## config.mk

```make
export PLATFORM = sky130hd
export DESIGN_NAME = vga_sync_receiver
export DESIGN_NICKNAME = d
export VERILOG_FILES = /design/src/rtl/vga_sync_receiver.sv
export SDC_FILE = /design/constraint.sdc
export NUM_CORES = 1
export LEC_CHECK = 0
export CAP_MARGIN = 25
export CORE_ASPECT_RATIO = 1.4
export CORE_MARGIN = 2
export CORE_UTILIZATION = 59
export DETAILED_ROUTE_END_ITERATION = 6
export PLACE_DENSITY_LB_ADDON = 0.2
export SLEW_MARGIN = 20
export SYNTH_ARGS = -nofsm -noshare
export SYNTH_HDL_FRONTEND = slang
export SYNTH_SLANG_ARGS = --single-unit
```

## constraint.sdc

```tcl
create_clock -name i_clk -period 4.7 [get_ports i_clk]
set_input_delay 0.94 -clock i_clk [delete_from_list [all_inputs] [get_ports i_clk]]
set_output_delay 0.94 -clock i_clk [all_outputs]
set_load 0.01 [all_outputs]
```

## src/rtl/vga_sync_receiver.sv

```systemverilog
// Sink-side VGA sync receiver: recovers pixel position and data-enable from active-low
// hsync/vsync, checks line/frame lengths against nominal timing and reports lock/error.
module vga_sync_receiver #(
    parameter int unsigned H_TOTAL    = 800,
    parameter int unsigned H_SYNC     = 96,
    parameter int unsigned H_BP       = 48,
    parameter int unsigned H_ACTIVE   = 640,
    parameter int unsigned V_TOTAL    = 525,
    parameter int unsigned V_SYNC     = 2,
    parameter int unsigned V_BP       = 33,
    parameter int unsigned V_ACTIVE   = 480,
    parameter int unsigned LOCK_COUNT = 2
) (
    input  logic       i_clk,
    input  logic       i_rst_n,
    input  logic       i_hsync,
    input  logic       i_vsync,
    output logic [9:0] o_x,
    output logic [9:0] o_y,
    output logic       o_de,
    output logic       o_h_locked,
    output logic       o_v_locked,
    output logic       o_line_start,
    output logic       o_frame_start,
    output logic       o_h_err,
    output logic       o_v_err
);

    localparam logic [9:0] LP_CNT_MAX = 10'd1023;
    localparam logic [9:0] LP_CNT_PRE = 10'd1022;
    localparam logic [9:0] LP_H_LAST  = 10'(H_TOTAL - 1);
    localparam logic [9:0] LP_V_LAST  = 10'(V_TOTAL - 1);
    localparam logic [9:0] LP_H_START = 10'(H_SYNC + H_BP);
    localparam logic [9:0] LP_H_END   = 10'(H_SYNC + H_BP + H_ACTIVE - 1);
    localparam logic [9:0] LP_V_START = 10'(V_SYNC + V_BP);
    localparam logic [9:0] LP_V_END   = 10'(V_SYNC + V_BP + V_ACTIVE - 1);
    localparam logic [2:0] LP_LOCK    = 3'(LOCK_COUNT);

    logic       r_hs_d;
    logic       r_vs_d;
    logic [9:0] r_h_cnt;
    logic [9:0] r_v_cnt;
    logic       r_v_pend;
    logic       r_h_seen;
    logic       r_v_seen;
    logic [2:0] r_h_lock_cnt;
    logic [2:0] r_v_lock_cnt;
    logic       r_line_start;
    logic       r_frame_start;
    logic       r_h_err;
    logic       r_v_err;

    logic       w_h_fe;
    logic       w_v_fe;
    logic       w_h_good;
    logic       w_h_bad;
    logic       w_h_tmo;
    logic       w_h_lose;
    logic       w_v_load;
    logic       w_v_good;
    logic       w_v_bad;
    logic [9:0] w_h_cnt_d;
    logic [9:0] w_v_cnt_d;
    logic       w_v_pend_d;
    logic       w_h_seen_d;
    logic       w_v_seen_d;
    logic [2:0] w_h_lock_cnt_d;
    logic [2:0] w_v_lock_cnt_d;
    logic       w_h_act;
    logic       w_v_act;

    // Event decode: edges, line/frame verdicts and the hsync timeout entry.
    always_comb begin
        w_h_fe   = r_hs_d & ~i_hsync;
        w_v_fe   = r_vs_d & ~i_vsync;
        w_h_good = w_h_fe & r_h_seen & (r_h_cnt == LP_H_LAST);
        w_h_bad  = w_h_fe & r_h_seen & (r_h_cnt != LP_H_LAST);
        w_h_tmo  = ~w_h_fe & (r_h_cnt == LP_CNT_PRE);
        w_h_lose = w_h_bad | w_h_tmo;
        w_v_load = w_h_fe & (r_v_pend | w_v_fe);
        w_v_good = w_v_load & r_v_seen & (r_v_cnt == LP_V_LAST);
        w_v_bad  = w_v_load & r_v_seen & (r_v_cnt != LP_V_LAST);
    end

    always_comb begin
        w_h_cnt_d      = r_h_cnt;
        w_v_cnt_d      = r_v_cnt;
        w_v_pend_d     = r_v_pend;
        w_h_seen_d     = r_h_seen;
        w_v_seen_d     = r_v_seen;
        w_h_lock_cnt_d = r_h_lock_cnt;
        w_v_lock_cnt_d = r_v_lock_cnt;

        if (w_h_fe) begin
            w_h_cnt_d = '0;
        end else if (r_h_cnt != LP_CNT_MAX) begin
            w_h_cnt_d = r_h_cnt + 10'd1;
        end

        if (w_h_tmo) begin
            w_h_seen_d = 1'b0;
        end else if (w_h_fe) begin
            w_h_seen_d = 1'b1;
        end

        if (w_h_lose) begin
            w_h_lock_cnt_d = '0;
        end else if (w_h_good && (r_h_lock_cnt != LP_LOCK)) begin
            w_h_lock_cnt_d = r_h_lock_cnt + 3'd1;
        end

        // vsync edge is latched until the next line start so frames align to h_fe.
        if (w_v_load) begin
            w_v_cnt_d  = '0;
            w_v_pend_d = 1'b0;
            w_v_seen_d = 1'b1;
        end else begin
            if (w_h_fe && (r_v_cnt != LP_CNT_MAX)) begin
                w_v_cnt_d = r_v_cnt + 10'd1;
            end
            if (w_v_fe) begin
                w_v_pend_d = 1'b1;
            end
        end

        if (w_h_lose || w_v_bad) begin
            w_v_lock_cnt_d = '0;
        end else if (w_v_good && (r_v_lock_cnt != LP_LOCK)) begin
            w_v_lock_cnt_d = r_v_lock_cnt + 3'd1;
        end
    end

    always_ff @(posedge i_clk or negedge i_rst_n) begin
        if (!i_rst_n) begin
            r_hs_d        <= 1'b1;
            r_vs_d        <= 1'b1;
            r_h_cnt       <= '0;
            r_v_cnt       <= '0;
            r_v_pend      <= 1'b0;
            r_h_seen      <= 1'b0;
            r_v_seen      <= 1'b0;
            r_h_lock_cnt  <= '0;
            r_v_lock_cnt  <= '0;
            r_line_start  <= 1'b0;
            r_frame_start <= 1'b0;
            r_h_err       <= 1'b0;
            r_v_err       <= 1'b0;
        end else begin
            r_hs_d        <= i_hsync;
            r_vs_d        <= i_vsync;
            r_h_cnt       <= w_h_cnt_d;
            r_v_cnt       <= w_v_cnt_d;
            r_v_pend      <= w_v_pend_d;
            r_h_seen      <= w_h_seen_d;
            r_v_seen      <= w_v_seen_d;
            r_h_lock_cnt  <= w_h_lock_cnt_d;
            r_v_lock_cnt  <= w_v_lock_cnt_d;
            r_line_start  <= w_h_fe;
            r_frame_start <= w_v_load;
            r_h_err       <= w_h_lose;
            r_v_err       <= w_v_bad;
        end
    end

    always_comb begin
        w_h_act       = (r_h_cnt >= LP_H_START) && (r_h_cnt <= LP_H_END);
        w_v_act       = (r_v_cnt >= LP_V_START) && (r_v_cnt <= LP_V_END);
        o_x           = w_h_act ? (r_h_cnt - LP_H_START) : '0;
        o_y           = w_v_act ? (r_v_cnt - LP_V_START) : '0;
        o_h_locked    = (r_h_lock_cnt == LP_LOCK);
        o_v_locked    = (r_v_lock_cnt == LP_LOCK);
        o_de          = w_h_act & w_v_act & o_h_locked & o_v_locked;
        o_line_start  = r_line_start;
        o_frame_start = r_frame_start;
        o_h_err       = r_h_err;
        o_v_err       = r_v_err;
    end

endmodule
```

==> summary by stage, run 1 <==
Power
The combinational cell fraction of total power is 13.9%. The share of total power dissipated in sequential elements is 47.9%. The total power per unit cell area is 275.0 nW/µm². Net switching is 27.12% of the power.

The clock network accounts for 38.2% of the total power. Cell internal power was estimated by the tool at 0.5369 mW. The analysis attributes to net switching a power of 0.1998 mW. In this run the static leakage power is 1.156 nW.

After layout, the design draws a total of 0.7367 mW. The worst-case IR drop observed on VDD is 257.1 µV.

Detailed routing
In the final routed layout, each cell accounts on average for 13.62 µm. Wires add up to 4495 µm. The detailed router placed 1867 vias in this run. The via-per-instance ratio is 5.658. The detailed-router iteration count before antenna repair is 4.

The detailed router finished its first iteration with 46 violations. After detailed routing, the number of remaining DRC violations is 0. Once detail routing completed, the nets flagged for antenna violations numbered 0.

Min path
The startpoint identified for the worst hold timing path is r_v_seen. The type of the most critical hold path is reg2reg. Counting instances, the worst hold path has a depth of 1. The capture endpoint of the worst hold path is r_v_seen.

Status
The run finished with clean final reports.

Global routing
The largest net degree at the start of global routing is 36. In the global route stage, overall resource usage came out at 22.15%. The first global-routing pass estimated 7734 µm of wire.

The via count of the first global-routing pass is 1764. The global route total overflow is 0. The initial antenna violation count came to 0.

Die
The initial utilization of the core area, before any placement, comes to 61.91%. The area enclosed by the die boundary is 4377 µm². The vertical extent of the die is 77.49 µm. Pin placement for this block handled 31 I/O pins. The initialized floorplan defines 26 standard-cell rows. In this run the standard cell core region covers 3676 µm².

The die is 56.49 µm wide.

Clocking
The CTS root buffer is sky130_fd_sc_hd__clkbuf_8. For the worst-skew pair, the clock arrives at the later sink with an insertion delay of 0.29 ns. The post-cts resize count is 0. The number of buffers inserted for hold repair after clock tree synthesis is 0. The number of clock buffers added by TritonCTS is 5. The total number of clock tree sinks is 35.

The longest clock path from root to sink contains 2 buffers. The buffers inserted during post-CTS setup optimization is 0. The TritonCTS clock tree is done. The H-tree was split into 2 levels. The post-CTS clock slew at the launch and capture registers of the worst setup and hold paths is 0.07 ns.

Timing
In the final timing run, aggregate negative setup slack is 0 ns. Dividing the final minimum period by the clock period gives 78.18%. For the pin with the worst max-slew slack, the measured transition is 0.6756 ns.

Final hold analysis gives a worst-case slack of 0.5288 ns. The number of hold violations in the final report is 0. The relative slew slack is 54.80%. Setup repair after global routing left no endpoint under its margin. The final max-slew violation count is 0. The minimum clock period after layout is 3.674 ns. Setup violations remaining at the end of the flow were counted as 0.

The peak clock frequency supported by timing is 272.2 MHz. The final setup skew is 0.005939 ns.

Logic synthesis
By area the synthesized netlist is led by sky130_fd_sc_hd__dfrtp_1 36%, sky130_fd_sc_hd__nor2_1 7.6%, sky130_fd_sc_hd__ha_1 7.1%. When the netlist entered floorplanning its net count stood at 278. Sequential cells were found to cover 38.59% of the synthesized design area. The area fraction of the dominant cell type after synthesis is 36.28%. The post-synthesis cell type count is 50. Counting flops with an async set or reset pin after synthesis yields a share of 100.0%. Synthesis produced a netlist whose cell count is 261. The average cell area after synthesis is 8.720 µm². The mapped cell area is 2276 µm². The post-synthesis register bit count is 35. The cell type contributing the most total cell area after synthesis is sky130_fd_sc_hd__dfrtp_1. For this run, the number of Yosys warnings is 0. In the synthesized netlist the dominant register cell turns out to be sky130_fd_sc_hd__dfrtp_1.

The number of enable flip-flop cells after synthesis is 0.

Worst setup path
Across all register-to-register paths, the minimum setup slack is 2.86 ns. The worst setup path is launched from a flip-flop. The data arrival at the endpoint of the critical path is 2.73 ns. The critical-path maximum fanout is 11.

The critical register-to-register path endpoint is r_v_cnt[6]. For the worst setup path, the data required time is 3.76 ns. The count of cells along the worst register-to-register path is 6. STA classifies the critical path endpoint as an output pin. The startpoint of the worst-slack reg-to-reg timing path is r_v_cnt[1]. The setup path with the least slack is of type reg2out.

Finish
In the final layout, the share of cells above drive strength 1 is 7.986%. The number of filler cells placed in the layout is 286. After the last flow step, the layout net total stands at 304. The number of antenna diodes in the final layout is 0. The area growth from synthesis to layout is 17.70%.

Flow run
The tool flagged a number of max-cap violations equal to 0.

Placed design
The half-perimeter wire length after placement is 3329 µm. During placement, the flow inserted port buffers numbering 30. The routability congestion estimate from global placement is 0.9270.
registers in the layout, indices dropped and copies added (netlist names), 3 cells and up:
register,cells
r_v_cnt,10
r_v_lock_cnt,3
r_h_lock_cnt,3
r_h_cnt,10
kinds of logic after synthesis:
kind of cell | after synthesis | share of synthesized area, %
and+or+nand+nor | 126 | 28.04
muxes | 3 | 1.319
DFF | 35 | 38.59
AOI/OAI and AO/OA | 39 | 11.66
buffers and inverters | 27 | 6.322
xor gates and xnor gates | 18 | 6.927
adders and majority gates | 13 | 7.147
Yosys cell counts, types with 3 or more instances:
cell type and instances:
sky130_fd_sc_hd__nor2_1 46, sky130_fd_sc_hd__dfrtp_1 33, sky130_fd_sc_hd__xnor2_1 17, sky130_fd_sc_hd__nand2_1 15
sky130_fd_sc_hd__inv_1 14, sky130_fd_sc_hd__nand3_1 14, sky130_fd_sc_hd__ha_1 13, sky130_fd_sc_hd__nor3_1 12
sky130_fd_sc_hd__o21ai_0 11, sky130_fd_sc_hd__a21oi_1 10, sky130_fd_sc_hd__nor2b_1 8, sky130_fd_sc_hd__and3_1 7
sky130_fd_sc_hd__buf_2 6, sky130_fd_sc_hd__a31oi_1 3, sky130_fd_sc_hd__and2_1 3, sky130_fd_sc_hd__mux2i_1 3
sky130_fd_sc_hd__nand4_1 3, sky130_fd_sc_hd__or4_1 3
layout by cell type, fill, tap and decap left out, types with 2 or more instances in the layout:
cell type / n
sky130_fd_sc_hd__clkbuf_8: 6
sky130_fd_sc_hd__nand3_1: 14
sky130_fd_sc_hd__o2bb2ai_1: 2
sky130_fd_sc_hd__or2_2: 2
sky130_fd_sc_hd__nand4_1: 3
sky130_fd_sc_hd__or4_1: 3
sky130_fd_sc_hd__nand2b_1: 2
sky130_fd_sc_hd__dfstp_2: 2
sky130_fd_sc_hd__nor4_1: 2
sky130_fd_sc_hd__nor3_1: 12
sky130_fd_sc_hd__inv_1: 14
sky130_fd_sc_hd__ha_1: 13
sky130_fd_sc_hd__mux2i_1: 3
sky130_fd_sc_hd__a31oi_1: 3
sky130_fd_sc_hd__dfrtp_1: 33
sky130_fd_sc_hd__nand2_1: 15
sky130_fd_sc_hd__o21ai_0: 11
sky130_fd_sc_hd__nor2_1: 46
sky130_fd_sc_hd__and2_1: 3
sky130_fd_sc_hd__xnor2_1: 17
sky130_fd_sc_hd__nor2b_1: 8
sky130_fd_sc_hd__a21oi_1: 10
sky130_fd_sc_hd__and3_1: 7
sky130_fd_sc_hd__clkdlybuf4s50_1: 30
per-layer routing:
| layer | GRT usage, % | vias to the layer above | share of wire [%] |
|---|---|---|---|
| li1 | - | 940 | - |
| met4 | 8.095 | 0 | 1.4 |
| met5 | 0 | - | 0 |
| met2 | 40.70 | 32 | 54 |
| met1 | 24.92 | 890 | 42 |
| met3 | 4.000 | 5 | 2.4 |
area by class of cell:
type                    count  area (µm²)  share of cell area, %
multi-input cells         199        1254                  46.80
flip-flops and latches     35       878.3                  32.79
clock buffers               6       82.58                  3.083
repair buffers             31       307.8                  11.49
inverters                  15       68.82                  2.569
clock inverters             2       35.03                  1.308
well taps                  42       52.55                  1.962
worst max-delay path, cell delays in order (launching register included):
cell	delay, ns
sky130_fd_sc_hd__dfrtp_1	0.43
sky130_fd_sc_hd__ha_1	0.32
sky130_fd_sc_hd__o41ai_2	0.40
sky130_fd_sc_hd__a21oi_1	0.12
sky130_fd_sc_hd__nor2_1	0.53
sky130_fd_sc_hd__nor3_1	0.13
sky130_fd_sc_hd__clkdlybuf4s50_1	0.51
worst max path at each step:
stage | start | endpoint | slack [ns] | depth (start not counted)
3_3_place_gp | r_v_cnt[0] | o_de | 1.37 | 6
6_report | r_v_cnt[0] | o_de | 1.03 | 6
2_1_floorplan | r_h_cnt[4] | o_de | 2.10 | 7
3_5_place_dp | r_v_cnt[0] | o_de | 1.33 | 6
4_1_cts | r_v_cnt[0] | o_de | 0.97 | 6
5_1_grt | r_v_cnt[0] | o_y[9] | 0.80 | 6
power groups by stage:
| stage | clock [mW] | sequential (mW) | combinational, mW |
|---|---|---|---|
| after floorplan | 0 | 0.349 | 0.0773 |
| after global placement | 0 | 0.356 | 0.101 |
| after detailed placement | 0 | 0.358 | 0.104 |
| after CTS | 0.286 | 0.352 | 0.104 |
| after global routing | 0.301 | 0.356 | 0.117 |
| final | 0.281 | 0.353 | 0.103 |
through the flow:
step | util (%) | instances | instance area [µm²] | setup WS, ns
6_report | 72.87 | 330 | 2679 | 1.026
5_1_grt | 72.87 | 330 | 2679 | 0.7979
4_1_cts | 72.87 | 330 | 2679 | 0.9717
3_5_place_dp | 69.67 | 322 | 2561 | 1.331
3_3_place_gp | 69.67 | 322 | 2561 | 1.365
2_1_floorplan | - | 261 | 2276 | 2.097
No activity file was read; power rests on OpenSTA's default activity.
==> inputs of run 2 (changes only) <==
--- a/config.mk
+++ b/config.mk
@@ -8,7 +8,7 @@
 export CAP_MARGIN = 25
 export CORE_ASPECT_RATIO = 1.4
 export CORE_MARGIN = 2
-export CORE_UTILIZATION = 59
+export CORE_UTILIZATION = 55
 export DETAILED_ROUTE_END_ITERATION = 6
 export PLACE_DENSITY_LB_ADDON = 0.2
 export SLEW_MARGIN = 20
==> constraint.sdc (replaced) <==
create_clock -name i_clk -period 3.6 [get_ports i_clk]
set_input_delay 0.72 -clock i_clk [delete_from_list [all_inputs] [get_ports i_clk]]
set_output_delay 0.72 -clock i_clk [all_outputs]
set_load 0.01 [all_outputs]
==> summary by stage, run 2 (synthesis gave the netlist of run 1 again) <==
Finish
The largest registers in the layout are r_h_cnt: 10 flops, r_v_cnt: 10 flops. The post-synthesis to final-layout area growth is 17.48%. 0 antenna diodes ended up in the layout. The finished cells cover 2674 µm². Leaving out filler cells and counting taps, the final layout contains 332. Leaving out fill and tap cells, the most frequent cells in the layout are 46 x sky130_fd_sc_hd__nor2_1, 33 x sky130_fd_sc_hd__dfrtp_1, 30 x sky130_fd_sc_hd__clkdlybuf4s50_1. The most frequent standard cell in the layout excluding fill and tap cells is sky130_fd_sc_hd__nor2_1. The count of nets after finishing is 305. In the final layout, the share of cells above drive strength 1 is 8.304%.

Min path
Along the worst hold path, the cell count comes to 1. The origin of the worst min-delay path is r_v_seen. For hold timing, the worst endpoint is r_v_seen. The type of the most critical hold path is reg2reg.

Worst setup path
For this run, the slowest stage of the critical path takes 0.57 ns. The data arrival at the endpoint of the critical path is 2.54 ns. The critical path's most frequent cell is sky130_fd_sc_hd__inv_1. The critical-path maximum fanout is 11. The critical path data required time is 2.88 ns. The kind of cell with the highest combined delay along the critical path is buffers and inverters. The worst setup path is of the reg2out kind.

The count of cells along the worst register-to-register path is 6. STA classifies the critical path startpoint as a flip-flop. The number of buffers and inverters on the critical path is 3.

The critical register-to-register path endpoint is r_v_cnt[6]. The critical path endpoint category is an output pin. The startpoint of the worst-slack reg-to-reg timing path is r_v_cnt[1]. The critical-path cell with the highest stage delay is sky130_fd_sc_hd__clkdlybuf4s50_1. The critical path goes through inv_1 -> ha_1 -> inv_1 -> o21ai_0 -> a32o_1 -> nor3_1 -> clkdlybuf4s50_1. The setup slack of the most critical reg-to-reg path is 1.77 ns.

Timing
The peak clock frequency supported by timing is 306.6 MHz. The number of hold violations in the final report came to 0. The relative slew slack is 55.11%. The worst-case hold slack is 0.5133 ns. Counting I/O delays and the setup requirement, the final critical path takes 3.262 ns. Setup violations remaining at the end of the flow were counted as 0.

The transition time at the pin with the least slew margin is 0.6564 ns. Setup repair after global routing left no endpoint under its margin. The final setup skew is 0.004472 ns.

The final setup TNS is 0 ns. Across all setup checks in the final design, the least slack found is 0.3383 ns. The final max-slew violation count is 0. The post-route clock period utilization is 90.60%.

Clocking
The post-CTS clock slew at the launch and capture registers of the worst setup and hold paths is 0.07 ns. The clock latency at the later pin of the worst-skew pair is 0.28 ns. In this run, post-CTS repair resized a total of 0 instances.

The CTS buffer count is 5. In this run the post-CTS setup repair buffer count came out at 0. The maximum level of the CTS H-tree is 2. In this run the deepest clock path goes through 2 buffers. The clock net in this run drives a total of 35 sinks. The number of buffers inserted for hold repair after clock tree synthesis is 0.

The CTS root buffer is sky130_fd_sc_hd__clkbuf_8. The TritonCTS clock tree is done.

Power
The combinational cell fraction of total power is 14.9%. The fraction of power consumed by sequential logic is 50.8%. The clock network burns 34.3% of the power.

VDD sags by at most 277.3 µV. Power spread over the standard cell area amounts to 339.6 nW/µm². The reported net switching power is 0.2572 mW. The net switching fraction of the power is 28.32%. The leakage dissipation is 1.149 nW. Internal power comes to 0.6508 mW.

Global routing
The overall fraction of global-route tracks in use is 22.09%. The via count of the first global-routing pass came to 1739. Entering global routing, the biggest net connects 36 pins. Global routing finished with a remaining overflow of 0.

The first global-routing pass estimated 7872 µm of wire. The initial antenna violation count is 0.

Placed design
Port buffering added 30 buffers. The post-placement cell area is 2570 µm². Routability-driven placement finished with a final weighted congestion of 0.9462. After detailed placement, the design holds a cell count of 324. The half-perimeter wire length after placement is 3341 µm.

Before CTS, the worst setup slack after placement is 0.6771 ns.

Detailed routing
The number of antenna-violating nets in the routed design is 0. The detailed-router iteration count before antenna repair is 5. The violation count after the first detailed-routing iteration is 68. Dividing the detail-routed via count by the number of cells gives 5.708. The final wirelength is 4588 µm. In the routed design, unresolved DRC markers number 0. In the final routed layout, each cell accounts on average for 13.82 µm. Across all layers, the routed design uses 1895 vias.

Flow run
The number of max-cap violations is 0.

Die
The die covers 4676 µm². For this design the top-level I/O count stands at 31. The initial core utilization is 57.58%. The placeable core area is 3953 µm². Measured along the x axis, the die boundary spans 58.37 µm. The initialized floorplan defines 27 standard-cell rows.

The vertical extent of the die is 80.11 µm.

Status
The flow ran to the end, and the final reports show no timing, DRC or antenna violations.
-- run 2: area by class of cell --
class | instances | area (µm²)
clock buffer | 7 | 96.34
clock inverter | 1 | 7.507
fill | 313 | 1279
inverter | 15 | 68.82
multi-input combinational | 199 | 1254
sequential | 35 | 878.3
tap | 43 | 53.80
timing repair buffer | 32 | 315.3
-- run 2: worst max path at each step --
stage	start	endpoint	cells past startpoint	slack, ns
after global routing	r_v_cnt[0]	o_de	7	0.19
final	r_h_cnt[4]	o_de	7	0.34
after global placement	r_h_cnt[4]	o_de	7	0.72
after CTS	r_h_cnt[4]	o_de	7	0.36
after floorplan	r_h_cnt[4]	o_de	7	1.22
after detailed placement	r_h_cnt[4]	o_de	7	0.68
-- run 2: through the flow --
stage | util (%) | power [mW]
floorplan | - | 0.5568
global placement | 65.02 | 0.5989
detailed placement | 65.02 | 0.6031
CTS | 67.65 | 0.9189
global route | 67.65 | 0.9528
finish | 67.65 | 0.9079
-- run 2: routing by layer --
metal / track usage, % / wire, µm / part of all wire [%]
met4: 11.40 / 117 / 2.6
met5: 0 / 0 / 0
met2: 38.43 / 2373 / 52
met3: 3.865 / 184 / 4.0
met1: 25.32 / 1912 / 42
-- run 2: worst reg2reg max path, cell delays in order, from the launching register on --
cell and delay (ns):
sky130_fd_sc_hd__dfrtp_1 0.42, sky130_fd_sc_hd__ha_1 0.33, sky130_fd_sc_hd__nand3_1 0.16, sky130_fd_sc_hd__or2_1 0.26
sky130_fd_sc_hd__a311oi_1 0.33, sky130_fd_sc_hd__xnor2_1 0.16, sky130_fd_sc_hd__nor2_1 0.05
-- run 2: power by group through the flow --
stage | Combinational, mW | Sequential (mW) | Clock, mW
final | 0.135 | 0.462 | 0.311
after global routing | 0.149 | 0.468 | 0.336
after CTS | 0.136 | 0.460 | 0.323
after detailed placement | 0.136 | 0.467 | 0
after global placement | 0.133 | 0.466 | 0
after floorplan | 0.101 | 0.456 | 0
